==> src/rtl/branch_pkg.sv <==
// Shared types and constants for the execute-stage flag register and branch resolver.
package branch_pkg;

    typedef enum logic [1:0] {
        BR_NONE = 2'b00,
        BR_B    = 2'b01,
        BR_CBZ  = 2'b10,
        BR_BLT  = 2'b11
    } br_type_t;

    localparam int FLAG_N = 3;
    localparam int FLAG_Z = 2;
    localparam int FLAG_V = 1;
    localparam int FLAG_C = 0;

    typedef enum logic [0:0] {
        ST_IDLE   = 1'b0,
        ST_SQUASH = 1'b1
    } state_t;

endpackage

==> src/rtl/br_cond.sv <==
// Combinational branch-condition evaluation against stored flags or the CBZ zero detect.
module br_cond
    import branch_pkg::*;
(
    input  br_type_t   br_type_i,
    input  logic       rt_zero_i,
    input  logic [3:0] flags_i,
    output logic       taken_o
);

    always_comb begin
        taken_o = 1'b0;
        unique case (br_type_i)
            BR_NONE: taken_o = 1'b0;
            BR_B:    taken_o = 1'b1;
            BR_CBZ:  taken_o = rt_zero_i;
            BR_BLT:  taken_o = flags_i[FLAG_N] ^ flags_i[FLAG_V];
            default: taken_o = 1'b0;
        endcase
    end

endmodule

==> src/rtl/flag_branch_unit.sv <==
// Flag register, branch resolution and post-branch squash window for the execute stage.
module flag_branch_unit
    import branch_pkg::*;
#(
    parameter int SQUASH_CYC = 2
) (
    input  logic       clk,
    input  logic       reset,
    input  logic       valid_in,
    input  logic       set_flags,
    input  logic       alu_neg,
    input  logic       alu_zero,
    input  logic       alu_ovf,
    input  logic       alu_carry,
    input  logic [1:0] br_type,
    input  logic       rt_zero,
    output logic [3:0] flags_q,
    output logic       br_taken,
    output logic       squash
);

    state_t     state_q;
    logic [1:0] cnt_q;
    logic       br_taken_q;
    logic       squash_q;
    logic       qual;
    logic       taken;
    logic [3:0] flags_d;

    assign qual    = valid_in & ~squash_q;
    assign flags_d = {alu_neg, alu_zero, alu_ovf, alu_carry};

    br_cond u_br_cond (
        .br_type_i (br_type_t'(br_type)),
        .rt_zero_i (rt_zero),
        .flags_i   (flags_q),
        .taken_o   (taken)
    );

    // Squash is held from the registered state, so qual blocks flag updates
    // and new branches for the whole window without extra gating.
    always_ff @(posedge clk) begin
        if (reset) begin
            state_q    <= ST_IDLE;
            cnt_q      <= 2'd0;
            br_taken_q <= 1'b0;
            squash_q   <= 1'b0;
            flags_q    <= 4'b0000;
        end else begin
            br_taken_q <= 1'b0;
            if (qual && set_flags) begin
                flags_q <= flags_d;
            end
            unique case (state_q)
                ST_IDLE: begin
                    if (qual && taken) begin
                        state_q    <= ST_SQUASH;
                        cnt_q      <= 2'(SQUASH_CYC - 1);
                        br_taken_q <= 1'b1;
                        squash_q   <= 1'b1;
                    end
                end
                ST_SQUASH: begin
                    if (cnt_q != 2'd0) begin
                        cnt_q <= cnt_q - 2'd1;
                    end else begin
                        state_q  <= ST_IDLE;
                        squash_q <= 1'b0;
                    end
                end
                default: begin
                    state_q  <= ST_IDLE;
                    squash_q <= 1'b0;
                end
            endcase
        end
    end

    assign br_taken = br_taken_q;
    assign squash   = squash_q;

endmodule
==> config.mk <==
export PLATFORM = sky130hd
export DESIGN_NAME = flag_branch_unit
export DESIGN_NICKNAME = d
export VERILOG_FILES = /design/src/rtl/branch_pkg.sv /design/src/rtl/br_cond.sv /design/src/rtl/flag_branch_unit.sv
export SDC_FILE = /design/constraint.sdc
export NUM_CORES = 1
export LEC_CHECK = 0
export BUFFER_PORTS_ARGS = -buffer_cell sky130_fd_sc_hd__buf_2
export CORE_AREA = 2 2 39 41
export CTS_CLUSTER_DIAMETER = 30
export DETAILED_ROUTE_END_ITERATION = 7
export DIE_AREA = 0 0 41 43
export SYNTH_ARGS = -nofsm -noshare
export SYNTH_HDL_FRONTEND = slang
export SYNTH_SLANG_ARGS = --single-unit
==> constraint.sdc <==
create_clock -name clk -period 2 [get_ports clk]
set_clock_uncertainty 0.15 [all_clocks]
set_input_delay 0 -clock clk [delete_from_list [all_inputs] [get_ports clk]]
set_output_delay 0 -clock clk [all_outputs]
set_load 0.1 [all_outputs]
* Word level (Yosys, flattened, before mapping)
Cells that the tools add are included.
** Operators by class
- Eq/ne operators :: 6
- $add $sub $neg :: 1
- Reductions and logical operators :: 7
- Muxes and demuxes :: 10
- Bitwise gates (word level) :: 4
** Operators with widths (number)
- 2-bit equality test, second input constant :: 2
- 1-bit two-way mux :: 4
- 2-bit two-way mux :: 2
- 2-bit != test, second input constant :: 2
- 1-bit case mux with 2 select lines :: 2
- 1-bit case mux with 4 select lines :: 1
- 2-bit case mux with 2 select lines :: 1
- 2-bit AND reduction :: 2
- 2-bit by 1-bit equality test with 1-bit output, second input constant :: 1
- 1-bit logical AND :: 2
- 2-bit logical NOT :: 1
- 2-bit by 1-bit != test with 1-bit output, second input constant :: 1
- 1-bit NOT :: 2
- 2-bit nonzero test :: 1
- 2-bit OR reduction :: 1
- 2-bit by 1-bit subtractor with 2-bit output, second input constant :: 1
- 1-bit bitwise AND :: 1
- 1-bit XOR :: 1
** Word-level totals
- Input bits :: 11
- Output and inout bits :: 6
- Register bits after elaboration :: 9

* Longest topological paths before layout
- Depth in word-level cells :: 5
- Mapped depth :: 5

* By module
Synthesis repeated with hierarchy kept, for this count alone.
** Second synthesis, totals
- Cell total of the unflattened synthesis :: 40
- Area total of the unflattened synthesis :: 397.9 um^2
** By module, submodules not included
- flag_branch_unit :: cells each 37, area an instance 377.9 um^2, instances 1
- br_cond :: cells each 3, area an instance 20.0 um^2, instances 1

* Worst setup path before layout
No wires, ideal clock.
- Path type :: register -> register
- Start point :: register flags_q[3]
- End point :: register cnt_q[1]
- Path buffers :: 0
- Stages on the path, launching flop included :: 4
- Required time :: 1736 ps
- Library setup time :: 114 ps
- Data arrival time :: 1703 ps
- Setup slack :: 33 ps
- Clock period less this slack :: 1967 ps
- Cell sequence :: dfxtp_1 > xnor2_1 > a311o_1 > a21o_1
** On the way
- Longest elaborated chain between the ends :: 5
** RTL lines
- start, declared :: line flag_branch_unit.sv:17 : output logic [3:0] flags_q,
- start signal, assigned :: line flag_branch_unit.sv:52 : flags_q <= flags_d;
- 1-bit XOR :: line br_cond.sv:17 : BR_BLT: taken_o = flags_i[FLAG_N] ^ flags_i[FLAG_V];
- 1-bit case mux with 4 select lines :: line br_cond.sv:13 : unique case (br_type_i)
- 1-bit logical AND :: line flag_branch_unit.sv:56 : if (qual && taken) begin
- 2-bit != test (no line)
- 2-bit AND reduction (no line)
- end signal, assigned :: line flag_branch_unit.sv:58 : cnt_q <= 2'(SQUASH_CYC - 1);
- end signal, assigned :: line flag_branch_unit.sv:65 : cnt_q <= cnt_q - 2'd1;
- end, declared :: line flag_branch_unit.sv:23 : logic [1:0] cnt_q;
No other way between the ends.
A chain may end at the register's enable or synchronous reset.

* Final worst setup path
- Start point :: register squash_q (netlist: squash)
- End point :: register flags_q[3]
** On the way
- Longest elaborated chain between the ends :: 3
** RTL lines
- start, declared :: line flag_branch_unit.sv:25 : logic squash_q;
- start signal, assigned :: line flag_branch_unit.sv:47 : squash_q <= 1'b0;
- start signal, assigned :: line flag_branch_unit.sv:60 : squash_q <= 1'b1;
- start signal, assigned :: line flag_branch_unit.sv:68 : squash_q <= 1'b0;
- 1-bit NOT :: line flag_branch_unit.sv:30 : assign qual = valid_in & ~squash_q;
- 1-bit bitwise AND :: line flag_branch_unit.sv:30
- 1-bit logical AND :: line flag_branch_unit.sv:51 : if (qual && set_flags) begin
No other way between the ends.

==> out/qor.txt <==
CTS resizes: 0
Reg-to-Reg End: flags_q[3]
PortBufs: 16
Via count of the routed design: 341
Final WL: 698 µm
H-tree Lvls: 1
Antenna Cells: 0
Flop2flop setup slack: 320 ps
Mapped Cells: 38
Average size of a mapped cell: 9.75 µm²
Worst-Skew Late Latency: 250 ps
Tightest Hold Check Type: in -> reg
Crit. End Element: flop
Total grt overflow: 0
Top cells by area, synth: dfxtp_1 (49%), mux2i_1 (11%), nor2_1 (5.1%), a21oi_1 (4.1%), a21o_1 (4.1%)
Mapped Area: 370 µm²
Largest family of logic cells by synthesized area: simple AND/OR/NAND/NOR gates
Row Count: 14
Ys flop type: dfxtp_1
Setup TNS: 0 ps
Share of layout cells above drive strength 1: 0.303
Root Buffer: clkbuf_4
Clk sink count: 9
Initial antenna violation count: 0
Final GP Congestion: 0.649
CTS clk-pin slew, worst paths: 60 ps
DRT antenna net count: 0
Clk buf depth: 2
Top cells by count, synth: dfxtp_1 (9), nor2_1 (5), mux2i_1 (4), a21oi_1 (3)
Minimum clock period: 1680 ps
Switching power: 0.142 mW
Post-Synth Simple-Gate Area: 0.176
Kind of critical path: reg -> reg
Finished Layout Cells: 82
Clock network power share: 0.297
Fillers: 150
RSZ-0062 raised after global routing: false
Async set-reset flop share out of synthesis: 0
Avg WL per Cell: 8.51 µm
Iteration-0 DRC Markers: 0
Post-Synth XOR/XNOR Area: 0.0236
Synthesized flop and latch total: 9
Vert. Die Dim: 43 µm
Hold Path Sink: br_taken
Synth Warn #: 0
Final setup vio count: 0
# IOs: 17
GRT Overall Usage: 0.102
Net Count, Synth: 50
Int Pwr: 0.308 mW
Final Max Tran Viols: 0
Worst-path maximum fanout: 4
DIE AREA: 1760 µm²
Seq/Total Area, Yosys: 0.486
Max Cap Viol: 0
Util after Layout: 0.421
Switching Fraction: 0.316
DP Cell Count: 69
Worst slew pin tran: 486 ps
Post-synth EDFFs: 0
CP arrival: 1670 ps
Synth Area in Compound Gates: 0.142
Static leakage: 0.298 nW
Area Overhead vs Synth: 57.4%
Slew headroom: 0.679
Via density: 4.16
Worst r2r path cells: 4
Final #Nets: 79
Startpoint types: flop
Final Hold Fails: 0
CTS Buf Count: 3
Total power divided by cell area: 772 nW/µm²
DP HPWL: 526 µm
Post-synth top area share: 0.486
Min-Delay Startpoint: br_type[1]
Reg2reg start: squash
Most numerous cell in the Yosys netlist: dfxtp_1
Final period util: 0.842
Starting density of the core: 0.268
Chip width: 41 µm
Largest net degree at the start of global routing: 11
Multiplexer share of the synthesized area: 0.108
Status: completed
Max Clk Rate: 0.594 GHz
Yosys top cell by area: dfxtp_1
DRC: 0
First-pass GRT wire length: 1190 µm
Flop pwr share: 0.437
Synth unique cells: 17
CTS tree: yes
Hold Path Stages: 3
Vias in the first global route: 322
Adder-cell area share of the yosys netlist: 0.0338
Power share of the combinational group: 0.265
Worst vdd ir: 0.343 mV
TritonRoute pass-1 iters: 1
Core Area: 1380 µm²
CP required: 1990 ps
==> worst max-delay path, cell delays in order, from the launching register on <==
cell	delay, ps
dfxtp_1	320
nand3b_1	290
mux2i_1	210
nor2_1	50
dlygate4sd3_1	550
==> registers in the layout, summed over array words and instances, names as in the netlist <==
name	cells
state_q	1
br_taken	1
flags_q	4
squash	1
cnt_q	2
==> how the worst max path moves through the flow <==
stage | startpoint | to | slack, ps | cells past startpoint
after floorplan | flags_q[3] | cnt_q[1] | 30 | 3
after global placement | squash | cnt_q[1] | 500 | 3
after detailed placement | squash | cnt_q[1] | 480 | 3
after CTS | squash | flags_q[1] | 300 | 4
after global routing | squash | flags_q[3] | 170 | 4
final | squash | flags_q[3] | 320 | 4
==> stage by stage <==
step                      area [µm²]  setup WS, ps  total power, mW  hold WS (ps)
after floorplan                  370          32.7            0.286         -6.06
after global placement           467           498            0.308          83.6
after detailed placement         467           479            0.308          90.2
after CTS                        583           300            0.461          70.9
after global routing             583           175            0.477           115
final                            583           315            0.450          76.3
==> cell usage in the layout, fill, tap and decap left out <==
master	Yosys	final
clkbuf_4	0	3
nand2_1	2	2
nand3b_1	1	1
nor3_1	2	2
inv_1	2	2
dlygate4sd3_1	0	9
nand2b_1	1	1
mux2i_1	4	4
a21o_1	2	2
a21oi_1	3	3
clkbuf_1	0	1
buf_2	0	16
dfxtp_1	9	9
nor2_1	5	5
xnor2_1	1	1
a31oi_2	1	1
ha_1	1	1
or3b_1	1	1
nor2b_1	1	1
a311o_1	1	1
==> power by group through the flow <==
| stage | sequential, mW | clock [mW] | combinational, mW |
|---|---|---|---|
| 3_3_place_gp | 0.201 | 0 | 0.107 |
| 6_report | 0.197 | 0.134 | 0.120 |
| 3_5_place_dp | 0.201 | 0 | 0.107 |
| 5_1_grt | 0.199 | 0.149 | 0.129 |
| 4_1_cts | 0.197 | 0.143 | 0.120 |
| 2_1_floorplan | 0.253 | 0 | 0.0330 |
==> layout make-up <==
| cell class | count | area, µm² | area share |
|---|---|---|---|
| flip-flops and latches | 9 | 180 | 0.309 |
| multi-input cells | 26 | 179 | 0.307 |
| repair buffers | 25 | 170 | 0.292 |
| clock buffers | 4 | 26.3 | 0.0451 |
| well taps | 16 | 20.0 | 0.0343 |
| inverters | 2 | 7.51 | 0.0129 |
==> logic make-up after synthesis <==
| family | after synthesis |
|---|---|
| multiplexers | 4 |
| flip-flops | 9 |
| AND/OR/NAND/NOR | 13 |
| XOR/XNOR | 1 |
| buffers and inverters | 3 |
| adder cells (fa/ha/maj) | 1 |
| AO/OA/AOI/OAI | 7 |
==> timing repair <==
item	CTS	global route
hold buffers	9	0
buffers inserted	0	0
endpoints found under the hold margin	8	0
setup endpoints to repair	0	0
==> layer usage <==
| metal | part of all wire | track usage |
|---|---|---|
| met1 | 0.48 | 0.131 |
| met2 | 0.44 | 0.134 |
| met3 | 0.070 | 0.0157 |
| met4 | 0 | 0.100 |
| met5 | 0 | 0 |
No activity file was read; power rests on OpenSTA's default activity.
